File: config.mk
export PLATFORM = sky130hd
export DESIGN_NAME = jtframe_romrq_arb
export DESIGN_NICKNAME = d
export VERILOG_FILES = /design/src/rtl/jtframe_romrq_arb.sv
export SDC_FILE = /design/constraint.sdc
export NUM_CORES = 1
export LEC_CHECK = 0
export BUFFER_PORTS_ARGS = -buffer_cell sky130_fd_sc_hd__buf_2
export CAP_MARGIN = 20
export CELL_PAD_IN_SITES_DETAIL_PLACEMENT = 0
export CELL_PAD_IN_SITES_GLOBAL_PLACEMENT = 1
export CORE_ASPECT_RATIO = 0.6
export CORE_MARGIN = 2
export CORE_UTILIZATION = 35
export CTS_CLUSTER_SIZE = 24
export DETAILED_ROUTE_END_ITERATION = 16
export PLACE_DENSITY = 0.93
export SETUP_SLACK_MARGIN = 0.15
export SLEW_MARGIN = 15
export SYNTH_ARGS = -nofsm -noshare
export SYNTH_HDL_FRONTEND = slang
export SYNTH_SLANG_ARGS = --single-unit
File: constraint.sdc
create_clock -name clk -period 5.3 [get_ports clk]
set_input_delay 0.53 -clock clk [delete_from_list [all_inputs] [get_ports clk]]
set_output_delay 0.53 -clock clk [all_outputs]
set_load 0.005 [all_outputs]
File: src/rtl/jtframe_romrq_arb.sv
// SDRAM read arbiter for the ROM request slots: one read in flight at a time.
// Define JTFRAME_ARB_RR_EN for round-robin arbitration (fixed priority otherwise).
module jtframe_romrq_arb #(
    parameter int SLOTS   = 4,
    parameter int TIMEOUT = 255
) (
    input  logic              clk,
    input  logic              rst_n,
    input  logic              downloading,
    input  logic [SLOTS-1:0]  slot_req,
    input  logic [22*SLOTS-1:0] slot_addr,
    output logic [SLOTS-1:0]  slot_we,
    output logic              slot_dok,
    output logic [31:0]       slot_din,
    output logic              sdram_req,
    output logic [21:0]       sdram_addr,
    input  logic              sdram_ack,
    input  logic              sdram_rdy,
    input  logic [31:0]       sdram_din,
    output logic              err
);

    localparam logic [1:0] IDLE      = 2'd0;
    localparam logic [1:0] WAIT_ACK  = 2'd1;
    localparam logic [1:0] WAIT_DATA = 2'd2;
    localparam logic [1:0] DONE      = 2'd3;

    localparam int PW = (SLOTS > 1) ? $clog2(SLOTS) : 1;
    localparam logic [7:0] WD_LAST = 8'(TIMEOUT - 1);
    localparam logic [SLOTS-1:0] ONE = SLOTS'(1);

    logic [1:0]    state;
    logic [7:0]    wdog;
    logic [PW-1:0] win;
    logic          found;
    logic          wd_hit;

    assign wd_hit = (TIMEOUT != 0) && (wdog == WD_LAST);

`ifdef JTFRAME_ARB_RR_EN
    logic [PW-1:0] rr_ptr;

    // Scan downwards so the slot closest after the pointer wins.
    always_comb begin
        found = 1'b0;
        win   = '0;
        for (int k = SLOTS; k >= 1; k--) begin
            if (slot_req[(int'(rr_ptr) + k) % SLOTS]) begin
                found = 1'b1;
                win   = PW'((int'(rr_ptr) + k) % SLOTS);
            end
        end
    end

    always_ff @(posedge clk or negedge rst_n) begin
        if (!rst_n) begin
            rr_ptr <= PW'(SLOTS - 1);
        end else if (state == IDLE && !downloading && found) begin
            rr_ptr <= win;
        end
    end
`else
    always_comb begin
        found = 1'b0;
        win   = '0;
        for (int i = SLOTS - 1; i >= 0; i--) begin
            if (slot_req[i]) begin
                found = 1'b1;
                win   = PW'(i);
            end
        end
    end
`endif

    always_ff @(posedge clk or negedge rst_n) begin
        if (!rst_n) begin
            state      <= IDLE;
            wdog       <= '0;
            sdram_req  <= 1'b0;
            sdram_addr <= '0;
            slot_we    <= '0;
            slot_dok   <= 1'b0;
            slot_din   <= '0;
            err        <= 1'b0;
        end else begin
            unique case (state)
                IDLE: begin
                    wdog <= '0;
                    if (!downloading && found) begin
                        sdram_req  <= 1'b1;
                        sdram_addr <= slot_addr[22*int'(win) +: 22];
                        slot_we    <= ONE << win;
                        state      <= WAIT_ACK;
                    end
                end
                WAIT_ACK: begin
                    wdog <= wdog + 8'd1;
                    if (sdram_ack) begin
                        sdram_req <= 1'b0;
                        if (sdram_rdy) begin
                            slot_din <= sdram_din;
                            slot_dok <= 1'b1;
                            state    <= DONE;
                        end else begin
                            state <= WAIT_DATA;
                        end
                    end else if (wd_hit) begin
                        sdram_req <= 1'b0;
                        slot_we   <= '0;
                        err       <= 1'b1;
                        wdog      <= '0;
                        state     <= IDLE;
                    end
                end
                WAIT_DATA: begin
                    wdog <= wdog + 8'd1;
                    if (sdram_rdy) begin
                        slot_din <= sdram_din;
                        slot_dok <= 1'b1;
                        state    <= DONE;
                    end else if (wd_hit) begin
                        slot_we <= '0;
                        err     <= 1'b1;
                        wdog    <= '0;
                        state   <= IDLE;
                    end
                end
                DONE: begin
                    // Owner sees its data this cycle; its request drops before IDLE samples
                    slot_dok <= 1'b0;
                    slot_we  <= '0;
                    wdog     <= '0;
                    state    <= IDLE;
                end
                default: state <= IDLE;
            endcase
        end
    end

endmodule
==> results of run 1 <==
[layout make-up]
| cell class | count | area (sq um) |
|---|---|---|
| clock buffer | 9 | 225 |
| clock inverter | 7 | 95.1 |
| fill | 872 | 4510 |
| inverter | 8 | 30.0 |
| multi-input combinational | 199 | 1480 |
| sequential | 71 | 1780 |
| tap | 130 | 163 |
| timing repair buffer | 193 | 978 |
[state kept, by name, indices dropped and copies added, names as in the netlist]
signal / flops
err: 1
sdram_addr: 22
sdram_req: 1
slot_din: 32
slot_dok: 1
slot_we: 4
state: 2
wdog: 8
[cells by family (layout without fill, tap and decap cells)]
| kind of cell | count (synthesis) | in the layout | share of synthesized area |
|---|---|---|---|
| buf+inv | 25 | 217 | 0.0367 |
| mux | 37 | 37 | 0.122 |
| xor+xnor | 6 | 6 | 0.0156 |
| flops | 71 | 71 | 0.527 |
| simple gates | 84 | 84 | 0.127 |
| compound gates | 65 | 65 | 0.146 |
| fa+ha+maj | 7 | 7 | 0.0260 |
[cells in the final DEF, fill, tap and decap left out, types with 2 or more instances in the layout]
master / n
nand3_1: 3
buf_4: 5
nor2_1: 33
o21ai_0: 4
inv_1: 8
mux2_1: 32
a222oi_1: 21
mux2i_1: 5
nand3b_1: 2
a21oi_1: 6
buf_2: 188
nand2_1: 31
ha_1: 7
xnor2_1: 3
nor3_1: 2
dfrtp_1: 71
a21o_1: 3
clkbuf_16: 9
nand2b_1: 4
clkinv_2: 2
a31oi_1: 23
bufinv_16: 2
xor2_1: 3
[per-stage QoR]
stage,cells,cell area [sq um],power [mW],hold slack [ns]
finish,617,4750,2.40,0.327
floorplan,295,3370,1.38,0.234
detailed placement,601,4430,1.78,0.475
CTS,617,4750,2.44,0.371
global placement,601,4430,1.74,0.468
global route,617,4750,2.58,0.397
[power groups by stage]
stage               Sequential [mW]  Clock, mW  Combinational (mW)
CTS                           0.910      0.661               0.866
detailed placement            0.916          0               0.865
global route                  0.936      0.691               0.955
global placement              0.901          0               0.838
finish                        0.907      0.644               0.850
floorplan                     0.933          0               0.445
[critical path, delay by kind of cell (launching register included)]
kind | cells | cell delay (ns)
buffers and inverters | 2 | 0.51
DFF | 1 | 0.40
muxes | 1 | 0.38
adders and majority gates | 1 | 0.31
and+or+nand+nor | 2 | 0.27
[layer usage]
layer | part of all wire | routed length [um]
met1 | 0.44 | 4180
met2 | 0.46 | 4370
met3 | 0.095 | 911
met4 | 0.0092 | 88
met5 | 0 | 0
[path summary, 6_finish.rpt]
check / start / end / slack (ns)
min in group clk: sdram_din[13] / slot_din[13] / 0.41
worst max register to register: state[1] / slot_din[3] / 3.30
worst min-delay path: rst_n / slot_din[31] / 0.33
worst min register to register: slot_din[0] / slot_din[0] / 0.48
worst max-delay path: state[1] / slot_din[3] / 3.30
max in group asynchronous: rst_n / err / 4.39
==> results.ini, run 1 <==
[status]
status = finished clean

[yosys]
syn-instance-count = 295
avgSynthCellArea_sq_um = 11.4
yosysTopAreaCell = dfrtp_1
ys_types = 41
synth-edff-count = 0
yosysWarningCount = 0
ys_seq_area_frac = 0.527
synth_top_area_share = 0.527
synth_area_leaders = dfrtp_1 53%, mux2_1 11%, a222oi_1 6.2%, a31oi_1 4.3%, nor2_1 3.7%
ys_seq_elements = 71
syn_area_sq_um = 3370
yosysMostFrequentCell = dfrtp_1
syn-num-nets = 431
synth_commonest_cells = 71 x dfrtp_1, 33 x nor2_1, 32 x mux2_1, 31 x nand2_1, 23 x a31oi_1
synthArstFlopShare = 1.00
dominantRegCellSynth = dfrtp_1

[sta]
period_minus_slack_ns = 2.00
setup_viol = 0
worst_pin_slew_ns = 1.05
slew_violations = 0
fin_skew_ns = 0.00709
rsz0062_at_grt = no
hold_viol = 0
slew-limit-headroom = 0.294
period_share = 0.378
setup_tns_ns = 0
finalWorstSetupSlack_ns = 3.30
fmax_ghz = 0.500

[setup_path]
cp.arrival_ns = 2.21
rr_worst_depth = 6
required_ns = 5.51
path_max_fanout = 32
crit_path_end_kind = flop
slowest_delay_ns = 0.40
start_kind = flop
crit_type = reg -> reg
path_cells = inv_1 > ha_1 > nand2b_1 > nand3b_1 > buf_4 > mux2_1
slowest_stage = dfrtp_1

[cells_and_area]
utilization = 0.513
area_delta_synth_final_pct = 40.9
layout.nets = 618
num_antenna_cells = 0
drive_above_1_share = 0.448

[global_route]
grt_overflow_total = 0
grtUsageMet3 = 0.0583
met1_usage = 0.238
grt_pass1_wl_mm = 14.6
grt_pass1_vias = 2995
grt_util_met2 = 0.294
grt_use_total = 0.184
grt_max_degree = 72
busiest_layer = met2
antenna_found_initial = 0

[clocking]
cts_buffers = 9
path_clk_slew_ns = 0.06
clkSinkCount = 71
clk_latency_ns = 0.33
clockBufferDepth = 2
cts_hold_buf = 0
h-tree-depth = 3
root_buffer = clkbuf_16
cts_resized = 0
cts_tree = built
post_cts_buffers = 0

[pwr]
power-per-cell-area_nw_per_um2 = 505
power_frac_clock = 0.268
p_leak_nw = 2.29
power.share.switching = 0.323
switching_power_uw = 777
p_comb_frac = 0.354
power.internal_mw = 1.62
vdd_drop_max_mv = 0.189
seqPwrFrac = 0.378

[detailed_routing]
vias = 3067
final_antenna_net_count = 0
drc = 0
vias_per_cell = 4.97
wl_per_cell_um = 15.5
routed_wl_mm = 9.55
drt-initial-drc-count = 184
drtPass1Iterations = 5

[placement]
io_buffers = 189
pre_cts_slack_ns = 3.09
dp_hpwl_mm = 7.10
gp_congestion = 0.792

[die]
die_w_um = 131
ios = 190
rows = 27
die_height_um = 80.0
core_sq_um = 9260
dieArea_sq_um = 10500
initial_core_util = 0.364

[run]
cap_violations = 0

[worst_hold_path]
hold_path_class = in -> async

No activity file was read; power rests on OpenSTA's default activity.
==> run 2, diff against run 1 <==
--- a/config.mk
+++ b/config.mk
@@ -11,10 +11,10 @@
 export CELL_PAD_IN_SITES_GLOBAL_PLACEMENT = 1
 export CORE_ASPECT_RATIO = 0.6
 export CORE_MARGIN = 2
-export CORE_UTILIZATION = 35
+export CORE_UTILIZATION = 32
 export CTS_CLUSTER_SIZE = 24
 export DETAILED_ROUTE_END_ITERATION = 16
-export PLACE_DENSITY = 0.93
+export PLACE_DENSITY = 0.87
 export SETUP_SLACK_MARGIN = 0.15
 export SLEW_MARGIN = 15
 export SYNTH_ARGS = -nofsm -noshare
==> constraint.sdc (replaced) <==
create_clock -name clk -period 2 [get_ports clk]
set_input_delay 0.2 -clock clk [delete_from_list [all_inputs] [get_ports clk]]
set_output_delay 0.2 -clock clk [all_outputs]
set_load 0.005 [all_outputs]
==> results.ini, run 2 (same netlist as run 1, synthesis figures left out) <==
[status]
status = finished clean

[pwr]
power-per-cell-area_nw_per_um2 = 1340  ; +160%
power_mw = 6.62  ; +180%
vdd_drop_max_mv = 0.508  ; +170%
p_leak_nw = 2.39  ; +4.0%

[worst_hold_path]
hold_path_class = in -> reg
min_from = sdram_din[7]

[run]
cap_violations = 0  ; unchanged

[placement]
placed_cells = 610  ; +1.5%
io_buffers = 189  ; unchanged
dp_hpwl_mm = 6.97  ; -1.9%
gp_congestion = 0.873  ; +10%
pre_cts_slack_ns = 0.156  ; -2.93 ns

[sta]
slew_violations = 0  ; unchanged
setup_tns_ns = 0  ; unchanged
worst_pin_slew_ns = 0.431  ; -0.623 ns
setup_viol = 0  ; unchanged
hold_viol = 0  ; unchanged
period_minus_slack_ns = 1.81  ; -0.189 ns
finalWorstSetupSlack_ns = 0.188  ; -3.11 ns
rsz0062_at_grt = no
slew-limit-headroom = 0.713  ; +0.419
fmax_ghz = 0.552  ; +10%
period_share = 0.906  ; +0.529
fin_skew_ns = 0.00640  ; -0.000688 ns

[global_route]
grt_pass1_wl_mm = 14.4  ; -1.3%
grt_overflow_total = 0  ; unchanged
busiest_layer = met2
grt_pass1_vias = 3011  ; +0.53%
grt_max_degree = 45  ; -38%
grt_util_met2 = 0.263  ; -0.0310
grt_use_total = 0.162  ; -0.0220
met1_usage = 0.194  ; -0.0440
antenna_found_initial = 0  ; unchanged
grtUsageMet3 = 0.0559  ; -0.00245

[die]
initial_core_util = 0.335  ; -0.0289
die_height_um = 83.5  ; +4.4%
rows = 28  ; +3.7%
ios = 190  ; unchanged
dieArea_sq_um = 11400  ; +9.0%
die_w_um = 137  ; +4.4%
core_sq_um = 10100  ; +8.6%

[detailed_routing]
drc = 0  ; unchanged
vias = 3097  ; +0.98%
routed_wl_mm = 9.58  ; +0.31%
vias_per_cell = 4.89  ; -1.6%
wl_per_cell_um = 15.1  ; -2.2%
final_antenna_net_count = 0  ; unchanged
drtPass1Iterations = 5  ; unchanged
drt-initial-drc-count = 176  ; -4.3%

[setup_path]
required_ns = 2.21  ; -3.30 ns
path_cells = buf_4 > ha_4 > nor2_2 > nand3b_1 > buf_6 > clkbuf_16 > mux2_1
critPathLaunch = state[0]
slowest_stage = dfrtp_1
worstReg2RegStart = state[0]
path_max_fanout = 8  ; -75%
cp.arrival_ns = 2.02  ; -0.19 ns
crit_type = reg -> reg
start_kind = flop
slowest_delay_ns = 0.37  ; -0.03 ns
crit_path_end_kind = flop

[cells_and_area]
final_common_cell = buf_2
final_cells = 633  ; +2.6%
largest_reg_flops = 32  ; unchanged
drive_above_1_share = 0.466  ; +0.0182
reg_top3 = slot_din (32), sdram_addr (22), wdog (8)
max_flop_register = slot_din
area_delta_synth_final_pct = 47.1
num_antenna_cells = 0  ; unchanged
layout.nets = 629  ; +1.8%
final_cell_mix = 188 x buf_2, 71 x dfrtp_1, 32 x nor2_1, 32 x mux2_1, 31 x nand2_1

[clocking]
clkSinkCount = 71  ; unchanged
cts_tree = built
h-tree-depth = 3  ; unchanged
cts_buffers = 9  ; unchanged
clockBufferDepth = 2  ; unchanged
clk_latency_ns = 0.33  ; about the same
root_buffer = clkbuf_16
path_clk_slew_ns = 0.06  ; about the same

-- run 2: cell count changes in the layout (fill, tap and decap cells not counted), moves of 2 or more --
cell | previous run | this run
clkinv_4 | 1 | 3
ha_1 | 7 | 5
buf_6 | 0 | 2
clkinv_2 | 2 | 0
buf_12 | 0 | 3
clkbuf_16 | 9 | 11
buf_4 | 5 | 8
ha_4 | 0 | 2
-- run 2: metal layers --
metal,part of all wire,up-vias
met4,0.023,0
li1,-,1490
met5,0,-
met2,0.45,137
met3,0.093,19
met1,0.43,1451
-- run 2: through the flow --
stage                     hold WS [ns]   util  area (sq um)
after floorplan                -0.0956      -          3370
after global placement           0.174  0.448          4500
after detailed placement         0.181  0.448          4500
after CTS                       0.0600  0.482          4840
final                           0.0731  0.493          4960
after global routing            0.0659  0.493          4960
-- run 2: cell type report --
class / count / area [sq um]
clock inverter: 7 / 104
tap: 135 / 169
sequential: 71 / 1780
fill: 963 / 5100
multi-input combinational: 199 / 1510
inverter: 8 / 30.0
clock buffer: 9 / 225
timing repair buffer: 204 / 1140
-- run 2: worst max-delay path: cells and delay by family, from the launching register on --
kind | cells | cell delay [ns]
fa+ha+maj | 1 | 0.18
flops | 1 | 0.37
simple gates | 2 | 0.35
buf+inv | 3 | 0.46
mux | 1 | 0.33
-- run 2: report_power, final --
group	internal (mW)	switching [mW]
sequential	2.08	0.331
clock	1.11	0.632
combinational	1.31	1.17
total	4.49	2.13
-- run 2: worst paths after layout --
kind | to | slack (ns) | depth (start not counted)
setup / recovery | slot_din[18] | 0.19 | 7
hold / removal | slot_din[7] | 0.07 | 2
setup reg to reg | slot_din[18] | 0.19 | 7
hold reg to reg | err | 0.47 | 1
max in group asynchronous | sdram_addr[2] | 1.07 | 3
min in group asynchronous | sdram_addr[18] | 0.36 | 2
-- run 2: timing repair --
action                     CTS  global route
hold buffers                 1             0
buffers inserted             0             3
setup endpoints to repair    0            32
hold endpoints to repair    30             0
gates resized for setup      0             7
==> run 3, diff against run 2 <==
--- a/config.mk
+++ b/config.mk
@@ -10,7 +10,6 @@
 export CELL_PAD_IN_SITES_DETAIL_PLACEMENT = 0
 export CELL_PAD_IN_SITES_GLOBAL_PLACEMENT = 1
 export CORE_ASPECT_RATIO = 0.6
-export CORE_MARGIN = 2
 export CORE_UTILIZATION = 32
 export CTS_CLUSTER_SIZE = 24
 export DETAILED_ROUTE_END_ITERATION = 16
==> results.ini, run 3 (same netlist as run 1, synthesis figures left out) <==
[detailed_routing]
final_antenna_net_count = 0  ; unchanged
vias = 3109  ; +0.39%
routed_wl_mm = 9.28  ; -3.1%
drc = 0  ; unchanged
drt-initial-drc-count = 188  ; +6.8%
wl_per_cell_um = 14.7  ; -2.7%
drtPass1Iterations = 6  ; +1
vias_per_cell = 4.93  ; +0.87%

[worst_hold_path]
whs_path_depth = 2  ; unchanged
min_from = sdram_din[23]
min_to = slot_din[23]
hold_path_class = in -> reg

[cells_and_area]
final_cell_mix = 188 x buf_2, 70 x dfrtp_1, 32 x nor2_1, 32 x mux2_1, 31 x nand2_1
drive_above_1_share = 0.467  ; +0.000803
area_delta_synth_final_pct = 46.5
layout.nets = 626  ; -0.48%
final_common_cell = buf_2
num_antenna_cells = 0  ; unchanged
largest_reg_flops = 32  ; unchanged
reg_top3 = slot_din (32), sdram_addr (22), wdog (8)
max_flop_register = slot_din

[global_route]
grt_pass1_wl_mm = 13.9  ; -3.3%
grt_use_total = 0.164  ; +0.00208
grt_overflow_total = 0  ; unchanged
grt_pass1_vias = 2816  ; -6.5%
antenna_found_initial = 0  ; unchanged
grt_max_degree = 45  ; unchanged

[setup_path]
required_ns = 2.21  ; about the same
r2r_slack_ns = 0.20  ; +0.02 ns
cp.arrival_ns = 2.00  ; -0.02 ns
path_max_fanout = 8  ; unchanged
crit_path_end_kind = flop
rr_worst_depth = 7  ; unchanged
worstReg2RegStart = state[0]
start_kind = flop
crit_type = reg -> reg
r2r_end = slot_din[21]

[status]
status = finished clean

[sta]
setup_viol = 0  ; unchanged
slew_violations = 0  ; unchanged
hold_viol = 0  ; unchanged
rsz0062_at_grt = no
slew-limit-headroom = 0.692  ; -0.0206
fmax_ghz = 0.557  ; +0.87%
setup_tns_ns = 0  ; unchanged
fin_skew_ns = 0.00634  ; -0.0000592 ns
period_minus_slack_ns = 1.80  ; -0.0156 ns
worst_pin_slew_ns = 0.462  ; +0.0308 ns
period_share = 0.898  ; -0.00782
whs_ns = 0.0789  ; +0.00583 ns

[clocking]
path_clk_slew_ns = 0.06  ; about the same
clkSinkCount = 71  ; unchanged
clk_latency_ns = 0.33  ; about the same
h-tree-depth = 3  ; unchanged
cts_tree = built
cts_buffers = 9  ; unchanged
root_buffer = clkbuf_16
clockBufferDepth = 2  ; unchanged

[pwr]
vdd_drop_max_mv = 0.559  ; +10%
power-per-cell-area_nw_per_um2 = 1350  ; +0.92%
p_leak_nw = 2.37  ; -0.72%
power_mw = 6.66  ; +0.51%

[die]
dieArea_sq_um = 11000  ; -3.8%
initial_core_util = 0.335  ; unchanged
rows = 28  ; unchanged
die_height_um = 81.5  ; -2.4%
die_w_um = 135  ; -1.5%
ios = 190  ; unchanged
core_sq_um = 10100  ; unchanged

[placement]
gp_congestion = 0.756  ; -13%
dp_hpwl_mm = 6.93  ; -0.56%
io_buffers = 189  ; unchanged

[run]
cap_violations = 0  ; unchanged

==> run 3: area by class of cell <==
type	instances	area (sq um)
multi-input cells	199	1520
fillers	956	5120
flip-flops and latches	71	1780
clock inverters	7	121
well taps	135	169
inverters	8	30.0
clock buffers	9	225
repair buffers	201	1100
==> run 3: timing repair <==
action	4_1_cts	5_1_grt
cloned	0	2
setup buffers	0	2
hold buffers	1	0
resized for setup	1	7
hold endpoints to repair	33	0
setup endpoints to repair	1	36
==> run 3: through the flow <==
step,setup slack [ns],utilization,cells,instance area [sq um]
4_1_cts,0.157,0.483,626,4860
2_1_floorplan,0.294,-,295,3370
6_report,0.203,0.491,630,4940
3_3_place_gp,0.272,0.447,609,4500
5_1_grt,0.136,0.491,630,4940
3_5_place_dp,0.157,0.447,609,4500
==> run 3: where the power goes <==
group / internal, mW / total, mW / leakage, nW / switching, mW
Clock: 1.22 / 1.84 / 0.170 / 0.614
Combinational: 1.27 / 2.41 / 1.35 / 1.14
Sequential: 2.08 / 2.42 / 0.844 / 0.336
Total: 4.57 / 6.66 / 2.37 / 2.09
==> run 3: worst max path at each step <==
stage	to	start	slack, ns
final	slot_din[21]	state[0]	0.20
after detailed placement	slot_din[5]	state[1]	0.16
after CTS	slot_din[5]	state[0]	0.16
after global placement	slot_din[2]	state[1]	0.27
after floorplan	slot_din[0]	state[1]	0.29
after global routing	slot_din[7]	state[0]	0.14
==> run 3: per-layer routing <==
metal  vias to the layer above  wire length (um)  global-route usage
met1                      1471              4100               0.209
met5                         -                 0                   0
met2                       144              4320               0.271
met3                         6               812              0.0537
li1                       1488                 -                   -
met4                         0                42              0.0404
==> run 3: critical path: stages, from the launching register on <==
cell and delay (ns):
dfrtp_2 0.43, inv_1 0.17, ha_4 0.20, nor2_2 0.06, nand3b_1 0.17, buf_4 0.17
clkbuf_16 0.16, mux2_1 0.31
